[src/rtl/io_pkg.sv]
// Shared constants, debounce state encoding and the hex-to-7-segment decoder for io_bridge.
package io_pkg;

  localparam int unsigned ADDR_W = 8;
  localparam int unsigned DATA_W = 32;
  localparam int unsigned DIGITS = 8;
  localparam int unsigned IDX_W  = 3;
  localparam int unsigned SEG_W  = 7;
  localparam int unsigned DB_W   = 20;
  localparam int unsigned DIV_W  = 17;

  localparam logic [ADDR_W-1:0] IO_LED    = 8'h00;
  localparam logic [ADDR_W-1:0] IO_SEG    = 8'h08;
  localparam logic [ADDR_W-1:0] IO_STAT   = 8'h0C;
  localparam logic [ADDR_W-1:0] IO_SWLAT  = 8'h10;
  localparam logic [ADDR_W-1:0] IO_SWLIVE = 8'h14;

  typedef enum logic {
    DB_STABLE = 1'b0,
    DB_COUNT  = 1'b1
  } db_state_e;

  // Active-low segments, bit 6 = g ... bit 0 = a
  function automatic logic [SEG_W-1:0] hex7seg(input logic [3:0] nib);
    logic [SEG_W-1:0] s;
    case (nib)
      4'h0:    s = 7'b1000000;
      4'h1:    s = 7'b1111001;
      4'h2:    s = 7'b0100100;
      4'h3:    s = 7'b0110000;
      4'h4:    s = 7'b0011001;
      4'h5:    s = 7'b0010010;
      4'h6:    s = 7'b0000010;
      4'h7:    s = 7'b1111000;
      4'h8:    s = 7'b0000000;
      4'h9:    s = 7'b0010000;
      4'hA:    s = 7'b0001000;
      4'hB:    s = 7'b0000011;
      4'hC:    s = 7'b1000110;
      4'hD:    s = 7'b0100001;
      4'hE:    s = 7'b0000110;
      default: s = 7'b0001110;
    endcase
    return s;
  endfunction

endpackage

[src/rtl/io_bridge_if.sv]
// CPU-side I/O bus: address, store data and strobe from the CPU, load data back to it.
interface io_bridge_if;
  import io_pkg::*;

  logic [ADDR_W-1:0] io_addr;
  logic [DATA_W-1:0] io_dout;
  logic              io_we;
  logic [DATA_W-1:0] io_din;

  modport master (output io_addr, output io_dout, output io_we, input io_din);
  modport slave  (input io_addr, input io_dout, input io_we, output io_din);
endinterface

[src/rtl/io_debounce.sv]
// Button synchroniser and debouncer: the level changes only after the synchronised
// input has disagreed with it for DB_CNT+1 consecutive cycles; o_rise pulses after a 0->1 change.
module io_debounce
  import io_pkg::*;
#(
  parameter logic [DB_W-1:0] DB_CNT = 20'd1_000_000
) (
  input  logic clk,
  input  logic rst,
  input  logic i_btn,
  output logic o_lvl,
  output logic o_rise
);

  logic [1:0]      r_sync;
  logic            w_btn;
  db_state_e       r_state, w_state_nxt;
  logic [DB_W-1:0] r_cnt, w_cnt_nxt;
  logic            r_lvl, w_lvl_nxt;
  logic            r_rise, w_rise_nxt;

  always_ff @(posedge clk or negedge rst) begin
    if (!rst) r_sync <= '0;
    else      r_sync <= {r_sync[0], i_btn};
  end

  assign w_btn = r_sync[1];

  always_ff @(posedge clk or negedge rst) begin
    if (!rst) begin
      r_state <= DB_STABLE;
      r_cnt   <= '0;
      r_lvl   <= 1'b0;
      r_rise  <= 1'b0;
    end else begin
      r_state <= w_state_nxt;
      r_cnt   <= w_cnt_nxt;
      r_lvl   <= w_lvl_nxt;
      r_rise  <= w_rise_nxt;
    end
  end

  always_comb begin
    w_state_nxt = r_state;
    w_cnt_nxt   = r_cnt;
    w_lvl_nxt   = r_lvl;
    w_rise_nxt  = 1'b0;
    case (r_state)
      DB_STABLE: begin
        if (w_btn != r_lvl) begin
          w_cnt_nxt   = '0;
          w_state_nxt = DB_COUNT;
        end
      end
      DB_COUNT: begin
        if (w_btn == r_lvl) begin
          w_state_nxt = DB_STABLE;
        end else if (r_cnt == DB_CNT - 20'd1) begin
          w_lvl_nxt   = w_btn;
          w_rise_nxt  = w_btn;
          w_state_nxt = DB_STABLE;
        end else begin
          w_cnt_nxt = r_cnt + 20'd1;
        end
      end
      default: w_state_nxt = DB_STABLE;
    endcase
  end

  assign o_lvl  = r_lvl;
  assign o_rise = r_rise;

endmodule

[src/rtl/io_bridge.sv]
// Memory-mapped I/O unit: LED and 7-segment registers, switch readback and a
// debounced button event that latches the switches until the CPU acknowledges it.
module io_bridge
  import io_pkg::*;
#(
  parameter int unsigned      LED_W    = 16,
  parameter int unsigned      SW_W     = 16,
  parameter logic [DB_W-1:0]  DB_CNT   = 20'd1_000_000,
  parameter logic [DIV_W-1:0] SCAN_DIV = 17'd100_000
) (
  input  logic              clk,
  input  logic              rst,
  io_bridge_if.slave        bus,
  input  logic [SW_W-1:0]   sw,
  input  logic              btn,
  output logic [LED_W-1:0]  led,
  output logic [DIGITS-1:0] an,
  output logic [SEG_W-1:0]  seg
);

  logic [LED_W-1:0]  r_led;
  logic [DATA_W-1:0] r_seg;
  logic [SW_W-1:0]   r_sw_meta, r_sw_sync, r_sw_lat;
  logic              r_evt;
  logic [DIV_W-1:0]  r_div, w_div_nxt;
  logic [IDX_W-1:0]  r_idx, w_idx_nxt;
  logic [DIGITS-1:0] r_an;
  logic [SEG_W-1:0]  r_seg_o;
  logic [DATA_W-1:0] w_seg_nxt, w_din;
  logic [3:0]        w_nib;
  logic              w_we_led, w_we_seg, w_we_stat, w_wrap;
  logic              w_db_lvl, w_rise, w_evt_set;

  io_debounce #(.DB_CNT(DB_CNT)) u_db (
    .clk    (clk),
    .rst    (rst),
    .i_btn  (btn),
    .o_lvl  (w_db_lvl),
    .o_rise (w_rise)
  );

  assign w_we_led  = bus.io_we && (bus.io_addr == IO_LED);
  assign w_we_seg  = bus.io_we && (bus.io_addr == IO_SEG);
  assign w_we_stat = bus.io_we && (bus.io_addr == IO_STAT);
  assign w_evt_set = w_rise && w_db_lvl;

  always_ff @(posedge clk or negedge rst) begin
    if (!rst) begin
      r_led     <= '0;
      r_seg     <= '0;
      r_sw_meta <= '0;
      r_sw_sync <= '0;
    end else begin
      r_sw_meta <= sw;
      r_sw_sync <= r_sw_meta;
      if (w_we_led) r_led <= bus.io_dout[LED_W-1:0];
      if (w_we_seg) r_seg <= bus.io_dout;
    end
  end

  // A new press outranks an acknowledge arriving in the same cycle
  always_ff @(posedge clk or negedge rst) begin
    if (!rst) begin
      r_evt    <= 1'b0;
      r_sw_lat <= '0;
    end else if (w_evt_set) begin
      r_evt    <= 1'b1;
      r_sw_lat <= r_sw_sync;
    end else if (w_we_stat) begin
      r_evt    <= 1'b0;
    end
  end

  // Next scan slot and the seg_r value it will see, so an/seg stay registered yet current
  always_comb begin
    w_wrap    = (r_div == SCAN_DIV - 17'd1);
    w_div_nxt = w_wrap ? '0 : r_div + 17'd1;
    w_idx_nxt = w_wrap ? r_idx + 3'd1 : r_idx;
    w_seg_nxt = w_we_seg ? bus.io_dout : r_seg;
    w_nib     = w_seg_nxt[{w_idx_nxt, 2'b00} +: 4];
  end

  always_ff @(posedge clk or negedge rst) begin
    if (!rst) begin
      r_div   <= '0;
      r_idx   <= '0;
      r_an    <= 8'hFE;
      r_seg_o <= 7'b1000000;
    end else begin
      r_div   <= w_div_nxt;
      r_idx   <= w_idx_nxt;
      r_an    <= ~(DIGITS'(1) << w_idx_nxt);
      r_seg_o <= hex7seg(w_nib);
    end
  end

  always_comb begin
    w_din = '0;
    case (bus.io_addr)
      IO_LED:    w_din = DATA_W'(r_led);
      IO_SEG:    w_din = r_seg;
      IO_STAT:   w_din = DATA_W'(r_evt);
      IO_SWLAT:  w_din = DATA_W'(r_sw_lat);
      IO_SWLIVE: w_din = DATA_W'(r_sw_sync);
      default:   w_din = '0;
    endcase
  end

  assign bus.io_din = w_din;
  assign led        = r_led;
  assign an         = r_an;
  assign seg        = r_seg_o;

endmodule
[src/flat_wrapper.sv]
// flat-port wrapper written by rule: the top's interface ports become plain ports
module io_bridge_flat import io_pkg::*;
#(
  parameter int unsigned      LED_W    = 16,
  parameter int unsigned      SW_W     = 16,
  parameter logic [DB_W-1:0]  DB_CNT   = 20'd1_000_000,
  parameter logic [DIV_W-1:0] SCAN_DIV = 17'd100_000
)
  (clk, rst, sw, btn, led, an, seg, bus_io_addr, bus_io_dout, bus_io_we, bus_io_din);
  io_bridge_if bus_i ();
  input  logic clk;
  input  logic rst;
  input  logic [SW_W-1:0] sw;
  input  logic btn;
  output logic [LED_W-1:0] led;
  output logic [DIGITS-1:0] an;
  output logic [SEG_W-1:0] seg;
  input wire logic [$bits(bus_i.io_addr)-1:0] bus_io_addr;
  input wire logic [$bits(bus_i.io_dout)-1:0] bus_io_dout;
  input wire logic [$bits(bus_i.io_we)-1:0] bus_io_we;
  output wire logic [$bits(bus_i.io_din)-1:0] bus_io_din;
  assign bus_i.io_addr = bus_io_addr;
  assign bus_i.io_dout = bus_io_dout;
  assign bus_i.io_we = bus_io_we;
  assign bus_io_din = bus_i.io_din;
  io_bridge #(.LED_W(LED_W), .SW_W(SW_W), .DB_CNT(DB_CNT), .SCAN_DIV(SCAN_DIV)) u_core (.clk(clk), .rst(rst), .bus(bus_i), .sw(sw), .btn(btn), .led(led), .an(an), .seg(seg));
endmodule
[config.mk]
export PLATFORM = sky130hd
export DESIGN_NAME = io_bridge_flat
export DESIGN_NICKNAME = d
export VERILOG_FILES = /design/src/rtl/io_pkg.sv /design/src/rtl/io_bridge_if.sv /design/src/rtl/io_debounce.sv /design/src/rtl/io_bridge.sv /design/src/flat_wrapper.sv
export SDC_FILE = /design/constraint.sdc
export NUM_CORES = 1
export LEC_CHECK = 0
export CAP_MARGIN = 20
export CELL_PAD_IN_SITES_DETAIL_PLACEMENT = 1
export CELL_PAD_IN_SITES_GLOBAL_PLACEMENT = 1
export CORE_MARGIN = 1.5
export CORE_UTILIZATION = 44
export CTS_BUF_LIST = sky130_fd_sc_hd__clkbuf_2 sky130_fd_sc_hd__clkbuf_4 sky130_fd_sc_hd__clkbuf_8
export DETAILED_ROUTE_END_ITERATION = 12
export PLACE_DENSITY_LB_ADDON = 0.05
export SYNTH_ARGS = -nofsm -noshare
export SYNTH_HDL_FRONTEND = slang
export SYNTH_SLANG_ARGS = --single-unit
[constraint.sdc]
create_clock -name clk -period 6.7 [get_ports clk]
set_clock_uncertainty 0.2 [all_clocks]
set_input_delay 2.01 -clock clk [delete_from_list [all_inputs] [get_ports clk]]
set_output_delay 2.01 -clock clk [all_outputs]
set_load 0.05 [all_outputs]
# --- After elaboration in Yosys (flattened, before gate mapping) ---
# Memories as Yosys holds them, arrays and structs flattened. A register that Yosys moved wholly into a read port is not among the register bits.
# Index checks and enable logic that the tools add are counted.
op_classes:
  bitwise: 3
  eq_ne: 11
  n_mux: 17
  reduce_logical: 9
  n_addsub: 3
  n_shift: 2
ops:
  columns: ["operator", "n"]
  rows:
  - ["32-bit one-hot mux with 5 select lines", 1]
  - ["20-bit 2-to-1 mux", 3]
  - ["20-bit one-hot mux with 2 select lines", 1]
  - ["32-bit 2-to-1 mux", 1]
  - ["32-bit by 6-bit variable part select with 4-bit output", 1]
  - ["20-bit by 1-bit adder with 20-bit output, second input constant", 1]
  - ["20-bit equality test, second input constant", 1]
  - ["17-bit by 1-bit adder with 17-bit output, second input constant", 1]
  - ["17-bit equality test, second input constant", 1]
  - ["17-bit 2-to-1 mux", 1]
  - ["8-bit by 4-bit equality test with 1-bit output, second input constant", 2]
  - ["8-bit by 5-bit equality test with 1-bit output, second input constant", 2]
  - ["8-bit logical NOT", 1]
  - ["1-bit 2-to-1 mux", 8]
  - ["8-bit inverter", 1]
  - ["1-bit by 3-bit << shifter with 8-bit output, first input constant", 1]
  - ["2-bit inequality test, second input constant", 3]
  - ["3-bit AND reduction", 2]
  - ["1-bit logical AND", 4]
  - ["3-bit by 1-bit adder with 3-bit output, second input constant", 1]
  - ["3-bit 2-to-1 mux", 1]
  - ["1-bit inverter", 2]
  - ["1-bit one-hot mux with 2 select lines", 1]
  - ["2-bit nonzero test", 1]
  - ["other kinds (3)", 3]
word_totals:
  wordCells: 60
  n_memories: 1
  out_inout_bits: 63
  rom_bits: 112
  input_bits: 60
  reg_bits: 150
memory_table:
  columns: ["name", "words", "word_bits", "read_ports", "rd_ports_with_merged_regs", "write_ports", "line", "text"]
  rows:
  - ["(name not given)", 16, 7, 1, 1, 0, "io_pkg.sv:26", "case (nib)"]

# --- Depth between registers and ports, before layout ---
# Gate-level depths: netlist of run 1.
logic_depth:
  ltp_word: 4
  mapped_depth: 12

# --- By module ---
# From an unflattened synthesis of run 1, not the netlist that was laid out.
hier_totals:
  hier_cells: 599
  hier_area_um2: 7204.4
by_module_without_submodules:
  columns: ["mod", "cells_per_inst", "area_per_inst_um2", "seq_area_each_um2", "n_inst"]
  rows:
  - ["io_bridge", 461, 5874.4, 3313.2, 1]
  - ["io_debounce", 138, 1330.0, 625.6, 1]

# --- Least setup slack after synthesis of run 1 ---
# No wires, ideal clock.
synth_path:
  path_type: "input -> output"
  startpoint: "input bus_io_addr[1]"
  endpoint: "output bus_io_din[0]"
  cell_stages: 6
  required_time_ps: 4490
  arrival_time_ps: 4437
  path_slack_ps: 53
  cell_sequence: "or3_1 or3_1 or3b_2 clkbuf_1 clkbuf_1 o221ai_1"
synth_via:
  elab_chain_len: 2
synth_lines:
  columns: ["item", "line", "text"]
  rows:
  - ["start, declared", "flat_wrapper.sv:18", "input wire logic [$bits(bus_i.io_addr)-1:0] bus_io_addr;"]
  - ["8-bit by 5-bit equality test with 1-bit output, or another cell as far along", "io_bridge.sv:99", "case (bus.io_addr)"]
  - ["32-bit one-hot mux with 5 select lines *", "io_bridge.sv:99", null]
  - ["end, declared", "flat_wrapper.sv:21", "output wire logic [$bits(bus_i.io_din)-1:0] bus_io_din;"]
# Mark *: on every way between the ends. The rest lies on a longest branch, timed or not.

# --- Worst setup path in the final report of run 1 ---
# Same ends and word-level chain as after synthesis.

==> results of run 1 <==
[kinds of logic after synthesis]
kind of cell	Yosys count	synth area share [%]
XOR/XNOR	17	2.12
AO/OA/AOI/OAI	83	8.34
AND/OR/NAND/NOR	183	13.8
flip-flops	157	56.0
adder cells (fa/ha/maj)	9	1.60
multiplexers	99	15.5
buffers and inverters	43	2.74
[sequential cells by signal (all words and copies together) (netlist names)]
| signal | flops |
|---|---|
| u_core.r_div | 17 |
| u_core.r_sw_sync | 16 |
| u_core.u_db.o_rise | 1 |
| u_core.r_evt | 1 |
| u_core.r_seg | 32 |
| u_core.u_db.o_lvl | 1 |
| u_core.led | 16 |
| u_core.r_sw_lat | 16 |
| u_core.u_db.r_sync | 2 |
| u_core.r_sw_meta | 16 |
| u_core.u_db.r_cnt | 20 |
| u_core.an | 8 |
| u_core.r_idx | 3 |
| u_core.u_db.r_state | 1 |
| u_core.seg | 7 |
[stage by stage]
stage / total power [mW] / setup slack, ns
after global routing: 1.98 / 0.0351
after floorplan: 1.07 / 0.0531
final: 1.91 / 0.111
after detailed placement: 1.16 / 0.119
after global placement: 1.16 / 0.179
after CTS: 1.93 / 0.106
[cells in the mapped netlist (8+ instances only)]
| library cell | number |
|---|---|
| nor2_1 | 55 |
| and2_1 | 20 |
| mux2_2 | 61 |
| a221o_1 | 15 |
| o21ai_0 | 32 |
| dfrtp_1 | 149 |
| nand3_1 | 15 |
| mux2i_1 | 36 |
| inv_1 | 19 |
| clkbuf_1 | 15 |
| ha_1 | 9 |
| dfstp_2 | 8 |
| xnor2_1 | 10 |
| nand2_1 | 40 |
[where the power goes]
part	switching (mW)	internal [mW]	total, mW
logic	0.0828	0.0675	0.150
clock network	0.377	0.387	0.764
registers	0.0168	0.975	0.992
[final timing paths]
check / start / endpoint / slack, ns
setup / recovery: bus_io_addr[1] / bus_io_din[0] / 0.11
hold / removal: u_core.r_sw_meta[0] / u_core.r_sw_sync[0] / 0.14
setup reg to reg: u_core.r_div[0] / u_core.seg[3] / 1.77
hold reg to reg: u_core.r_sw_meta[0] / u_core.r_sw_sync[0] / 0.14
max in group asynchronous: rst / u_core.r_idx[2] / 3.90
min in group asynchronous: rst / u_core.r_sw_meta[6] / 1.23
[layout make-up]
class | count | area share, %
Sequential cell | 157 | 42.5
Multi-Input combinational cell | 391 | 31.5
Timing Repair Buffer | 130 | 17.6
Tap cell | 216 | 2.91
Clock buffer | 18 | 2.67
Clock inverter | 14 | 1.97
Inverter | 20 | 0.836
Antenna cell | 2 | 0.0540
[metal layers]
layer | vias up | track usage [%] | wire [µm] | part of all wire [%]
li1 | 2363 | - | - | -
met1 | 2588 | 30.3 | 8020 | 44
met2 | 133 | 37.5 | 8730 | 48
met3 | 25 | 5.70 | 1080 | 5.9
met4 | 2 | 8.56 | 317 | 1.7
met5 | - | 0 | 9 | 0.050
==> reports/metrics.yaml, run 1 <==
status:
  outcome: "complete, no violations"
setup_path:
  path_cells: "clkdlybuf4s50_1 -> or3_1 -> or3_1 -> or3b_2 -> o221ai_1 -> buf_12"
  required_ns: 4.49
  cp_num_cells: 6
  critPathKind: "in -> out"
  crit_top_cell: "or3_1"
  crit_buf_inv: 2
  crit_family: "simple AND/OR/NAND/NOR gates"
  startpoint_type: "input port"
  worstPathMaxFanout: 16
  worstRegToRegCells: 11
  end_kind: "output pin"
  crit_arrival_ns: 4.38
  cpPeakStageDelay_ns: 0.70
  crit_slowest_cell: "or3b_2"
grt:
  antenna_found_initial: 2
  grt_overflow: 0
  grt_pass1_vias: 5544
  grt_pass1_wl_um: 29300
  grt_max_degree: 65
  track_usage_pct: 23.1
drt:
  wire_per_inst_um: 19.2
  initialDrtViolationCount: 238
  drt-total-wl_um: 18200
  viasPerCell: 5.39
  post-route-drc-count: 0
  vias: 5111
  drt_first_pass_iters: 5
  ant_nets: 0
clock_tree:
  cts_resized: 0
  root_buffer: "clkbuf_8"
  numCtsBuffers: 17
  clk_pin_slew_worst_paths_ns: 0.09
  htreeDepth: 4
  cts_hold_buf: 0
  cts_setup_buffers: 0
  worstSkewPairLatency_ns: 0.46
  clk_path_buf_depth: 2
  clkSinkCount: 157
  cts_tree: "done"
yosys:
  synth_area_per_cell_um2: 11.9
  synth_edf_count: 0
  synth_cell_types: 60
  synth_top_area_share_pct: 53.0
  yosysWarnings: 0
  seq_area_frac_synth_pct: 56.0
  async_flop_share_pct: 100
  ys_ff_latch: 157
  synth_ff_type: "dfrtp_1"
  yosys.area.top_type: "dfrtp_1"
  mappedNetlistArea_um2: 7040
  syn_nets: 660
  synthTopCellsByArea: "dfrtp_1 (53%), mux2_2 (9.8%), mux2i_1 (5.1%)"
  synth_cells: 591
floorplan:
  io_pins: 123
  start_util_pct: 44.6
  dieHeight_um: 129
  core-area_um2: 15800
  rows: 46
  dieArea_um2: 16800
  fp.dieW_um: 129
timing:
  finalCritPeriodShare_pct: 98.3
  slew_violations: 0
  fin_setup_tns_ns: 0
  fin_hold_ws_ns: 0.142
  slew_headroom_pct: 33.1
  rsz0062_at_grt: "no"
  fmax_ghz: 0.152
  tightestPinTransition_ns: 0.976
  hold_viol: 0
  setup_violations: 0
  fin_crit_ns: 6.59
layout:
  fill_cells: 1648
  area_growth_syn_to_layout_pct: 31.8
  final_cell_area_um2: 9280
  final_common_cell: "dfrtp_1"
  final_util_pct: 58.8
  multi_input_area_um2: 2920
  final_cell_count_no_fill: 948
  seq_area_um2: 3940
  final_cell_mix: "dfrtp_1 (149), clkdlybuf4s50_1 (89), mux2_2 (61), nor2_1 (54), nand2_1 (40)"
  fin_nets: 786
  drive_above_1_share_pct: 22.1
placement:
  place.gp.congestion: 0.827
  numPortBuffers: 122
  placed_cell_area_um2: 8830
  dp_hpwl_um: 13000
  placedCellCount: 913
min_path:
  hold_depth: 0
  hold_class: "reg -> reg"
pwr:
  leakage_nw: 4.16
  vdd_drop_max_mv: 0.111
  power.density_nw_per_um2: 206
job:
  max_cap_violations: 0
Power figures use the tool's default switching activity.
==> run 2, diff against run 1 <==
--- a/config.mk
+++ b/config.mk
@@ -15,4 +15,5 @@
 export PLACE_DENSITY_LB_ADDON = 0.05
 export SYNTH_ARGS = -nofsm -noshare
 export SYNTH_HDL_FRONTEND = slang
+export SYNTH_HIERARCHICAL = 1
 export SYNTH_SLANG_ARGS = --single-unit
==> reports/metrics.yaml, run 2 <==
status:
  outcome: "complete, no violations"
yosys:
  async_flop_share_pct: 100  # unchanged
  syn_nets: 668  # +1.2%
  synth_ff_type: "dfrtp_1"
  synthTopCellsByArea: "dfrtp_1 (52%), mux2_2 (11%), mux2i_1 (4.4%)"
  synthTopCellsByCount: "dfrtp_1 (149), mux2_2 (72), nand2_1 (51), mux2i_1 (32), o21ai_0 (27)"
  synth_cells: 599  # +1.4%
  synth_top_area_share_pct: 51.8  # -1.2 points
  yosys.area.top_type: "dfrtp_1"
  synth_cell_types: 68  # +13%
  mappedNetlistArea_um2: 7200  # +2.4%
  yosysMostFrequentCell: "dfrtp_1"
  yosysWarnings: 6  # +6
  ys_ff_latch: 157  # unchanged
  seq_area_frac_synth_pct: 54.7  # -1.3 points
  synth_area_per_cell_um2: 12.0  # +1.0%
  synth_edf_count: 0  # unchanged
setup_path:
  crit_arrival_ns: 3.89  # -0.49 ns
  crit_family: "buffers and inverters"
  reg2reg_from: "u_core/r_div[0]"
  end_kind: "output pin"
  path_cells: "clkdlybuf4s50_1 -> nor4b_4 -> nand2_1 -> nor2_2 -> buf_4 -> a22o_1 -> buf_12"
  crit_slowest_cell: "clkdlybuf4s50_1"
  worstPathMaxFanout: 25  # +9
  r2r_end: "u_core/seg[3]"
  worstRegToRegCells: 12  # +1
  required_ns: 4.49  # about the same
  cpPeakStageDelay_ns: 0.52  # -0.18 ns
  critPathKind: "in -> out"
  reg2reg_slack_ns: 2.11  # +0.34 ns
  crit_buf_inv: 3  # +1
  startpoint_type: "input port"
min_path:
  hold_depth: 0  # unchanged
  hold_class: "reg -> reg"
  hold_end: "u_core/r_sw_sync[12]"
  holdCritStartpoint: "u_core/r_sw_meta[12]"
drt:
  wire_per_inst_um: 19.8  # +3.2%
  initialDrtViolationCount: 204  # -14%
  ant_nets: 0  # unchanged
  drt_first_pass_iters: 4  # -1
  vias: 5189  # +1.5%
  viasPerCell: 5.45  # +1.1%
  drt-total-wl_um: 18800  # +3.6%
  post-route-drc-count: 0  # unchanged
floorplan:
  io_pins: 123  # unchanged
  rows: 46  # unchanged
  dieArea_um2: 17200  # +2.3%
  dieHeight_um: 131  # +1.1%
  start_util_pct: 45.2  # +0.56 points
  fp.dieW_um: 131  # +1.1%
  core-area_um2: 15900  # +1.1%
clock_tree:
  cts_resized: 0  # unchanged
  cts_hold_buf: 0  # unchanged
  worstSkewPairLatency_ns: 0.45  # about the same
  cts_setup_buffers: 0  # unchanged
  numCtsBuffers: 17  # unchanged
  clk_path_buf_depth: 2  # unchanged
  cts_tree: "done"
  clkSinkCount: 157  # unchanged
  htreeDepth: 4  # unchanged
  clk_pin_slew_worst_paths_ns: 0.09  # about the same
  root_buffer: "clkbuf_8"
timing:
  finalCritPeriodShare_pct: 91.0  # -7.3 points
  fin_crit_ns: 6.10  # -0.491 ns
  rsz0062_at_grt: "no"
  worst_slack_ns: 0.602  # +0.491 ns
  tightestPinTransition_ns: 0.946  # -0.0301 ns
  fmax_ghz: 0.164  # +8.0%
  fin_hold_ws_ns: 0.151  # +0.00919 ns
  slew_headroom_pct: 37.0  # +3.9 points
  setup_violations: 0  # unchanged
  fin_setup_tns_ns: 0  # unchanged
  hold_viol: 0  # unchanged
  slew_violations: 0  # unchanged
pwr:
  finalPower_mw: 1.82  # -4.7%
  power.density_nw_per_um2: 195  # -5.1%
  leakage_nw: 4.24  # +2.1%
  vdd_drop_max_mv: 0.140  # +26%
layout:
  area_growth_syn_to_layout_pct: 29.3
  final_cell_mix: "dfrtp_1 (149), clkdlybuf4s50_1 (89), mux2_2 (72), nand2_1 (51)"
  final_cell_area_um2: 9320  # +0.45%
  regMostFlops: "u_core/r_seg"
  final_cell_count_no_fill: 952  # +0.42%
  fin_nets: 792  # +0.76%
  final_util_pct: 58.4  # -0.38 points
  largest_reg_flops: 32  # unchanged
  insertedDiodeCount: 0  # -2
  drive_above_1_share_pct: 23.6  # +1.6 points
  top_regs: "u_core/r_seg x32, u_core/u_db/r_cnt x20, u_core/r_div x17"
  final_common_cell: "dfrtp_1"
placement:
  dp_hpwl_um: 14400  # +11%
  placed_cell_area_um2: 8960  # +1.5%
  place_ws_ns: 0.522  # +0.403 ns
  numPortBuffers: 122  # unchanged
  placedCellCount: 920  # +0.77%
  place.gp.congestion: 0.806  # -2.6%
grt:
  antenna_found_initial: 0  # -2
  grt_max_degree: 67  # +3.1%
  grt_overflow: 0  # unchanged
  grt_pass1_wl_um: 30000  # +2.4%
  track_usage_pct: 23.4  # +0.25 points
  grt_pass1_vias: 5517  # -0.49%
job:
  max_cap_violations: 0  # unchanged
-- run 2: worst max path at each step --
stage / from / to / slack, ns / cells after the start
floorplan: bus_io_addr[7] / bus_io_din[0] / 0.43 / 5
global placement: bus_io_addr[7] / u_core/seg[3] / 0.60 / 11
detailed placement: bus_io_addr[7] / u_core/seg[3] / 0.52 / 11
CTS: bus_io_addr[4] / bus_io_din[3] / 0.58 / 7
global route: bus_io_addr[4] / bus_io_din[3] / 0.46 / 7
finish: bus_io_addr[4] / bus_io_din[14] / 0.60 / 7
-- run 2: cell families (layout without fill, tap and decap cells) --
family / Yosys count / in the layout / share of synthesized area [%]
buffers and inverters: 44 / 181 / 2.95
muxes: 105 / 105 / 16.0
adders and majority gates: 9 / 9 / 1.56
xor gates and xnor gates: 19 / 19 / 2.41
DFF: 157 / 157 / 54.7
AOI/OAI and AO/OA: 97 / 97 / 9.55
and+or+nand+nor: 168 / 168 / 12.8
-- run 2: power breakdown --
part	total [mW]	internal, mW	leakage [nW]	switching [mW]
clock network	0.641	0.270	0.157	0.371
logic	0.178	0.0789	2.03	0.0991
registers	0.998	0.978	2.05	0.0200
total	1.82	1.33	4.24	0.490
-- run 2: metal layers --
metal	part of all wire, %	global-route usage, %
met1	42	28.5
met2	52	40.3
met3	4.5	5.94
met4	1.9	8.21
met5	0	0
-- run 2: cell type report --
type                    instances  area (µm²)
clock inverters                14         109
flip-flops and latches        157        3940
inverters                      15        56.3
multi-input cells             398        3060
fillers                      1630        6630
clock buffers                  18         248
well taps                     216         270
repair buffers                134        1630
==> run 3, diff against run 2 <==
--- a/config.mk
+++ b/config.mk
@@ -13,6 +13,7 @@
 export CTS_BUF_LIST = sky130_fd_sc_hd__clkbuf_2 sky130_fd_sc_hd__clkbuf_4 sky130_fd_sc_hd__clkbuf_8
 export DETAILED_ROUTE_END_ITERATION = 12
 export PLACE_DENSITY_LB_ADDON = 0.05
+export SKIP_LAST_GASP = 1
 export SYNTH_ARGS = -nofsm -noshare
 export SYNTH_HDL_FRONTEND = slang
 export SYNTH_HIERARCHICAL = 1
==> results of run 3 <==
Final layout, timing and power as in run 2 (identical DEF).
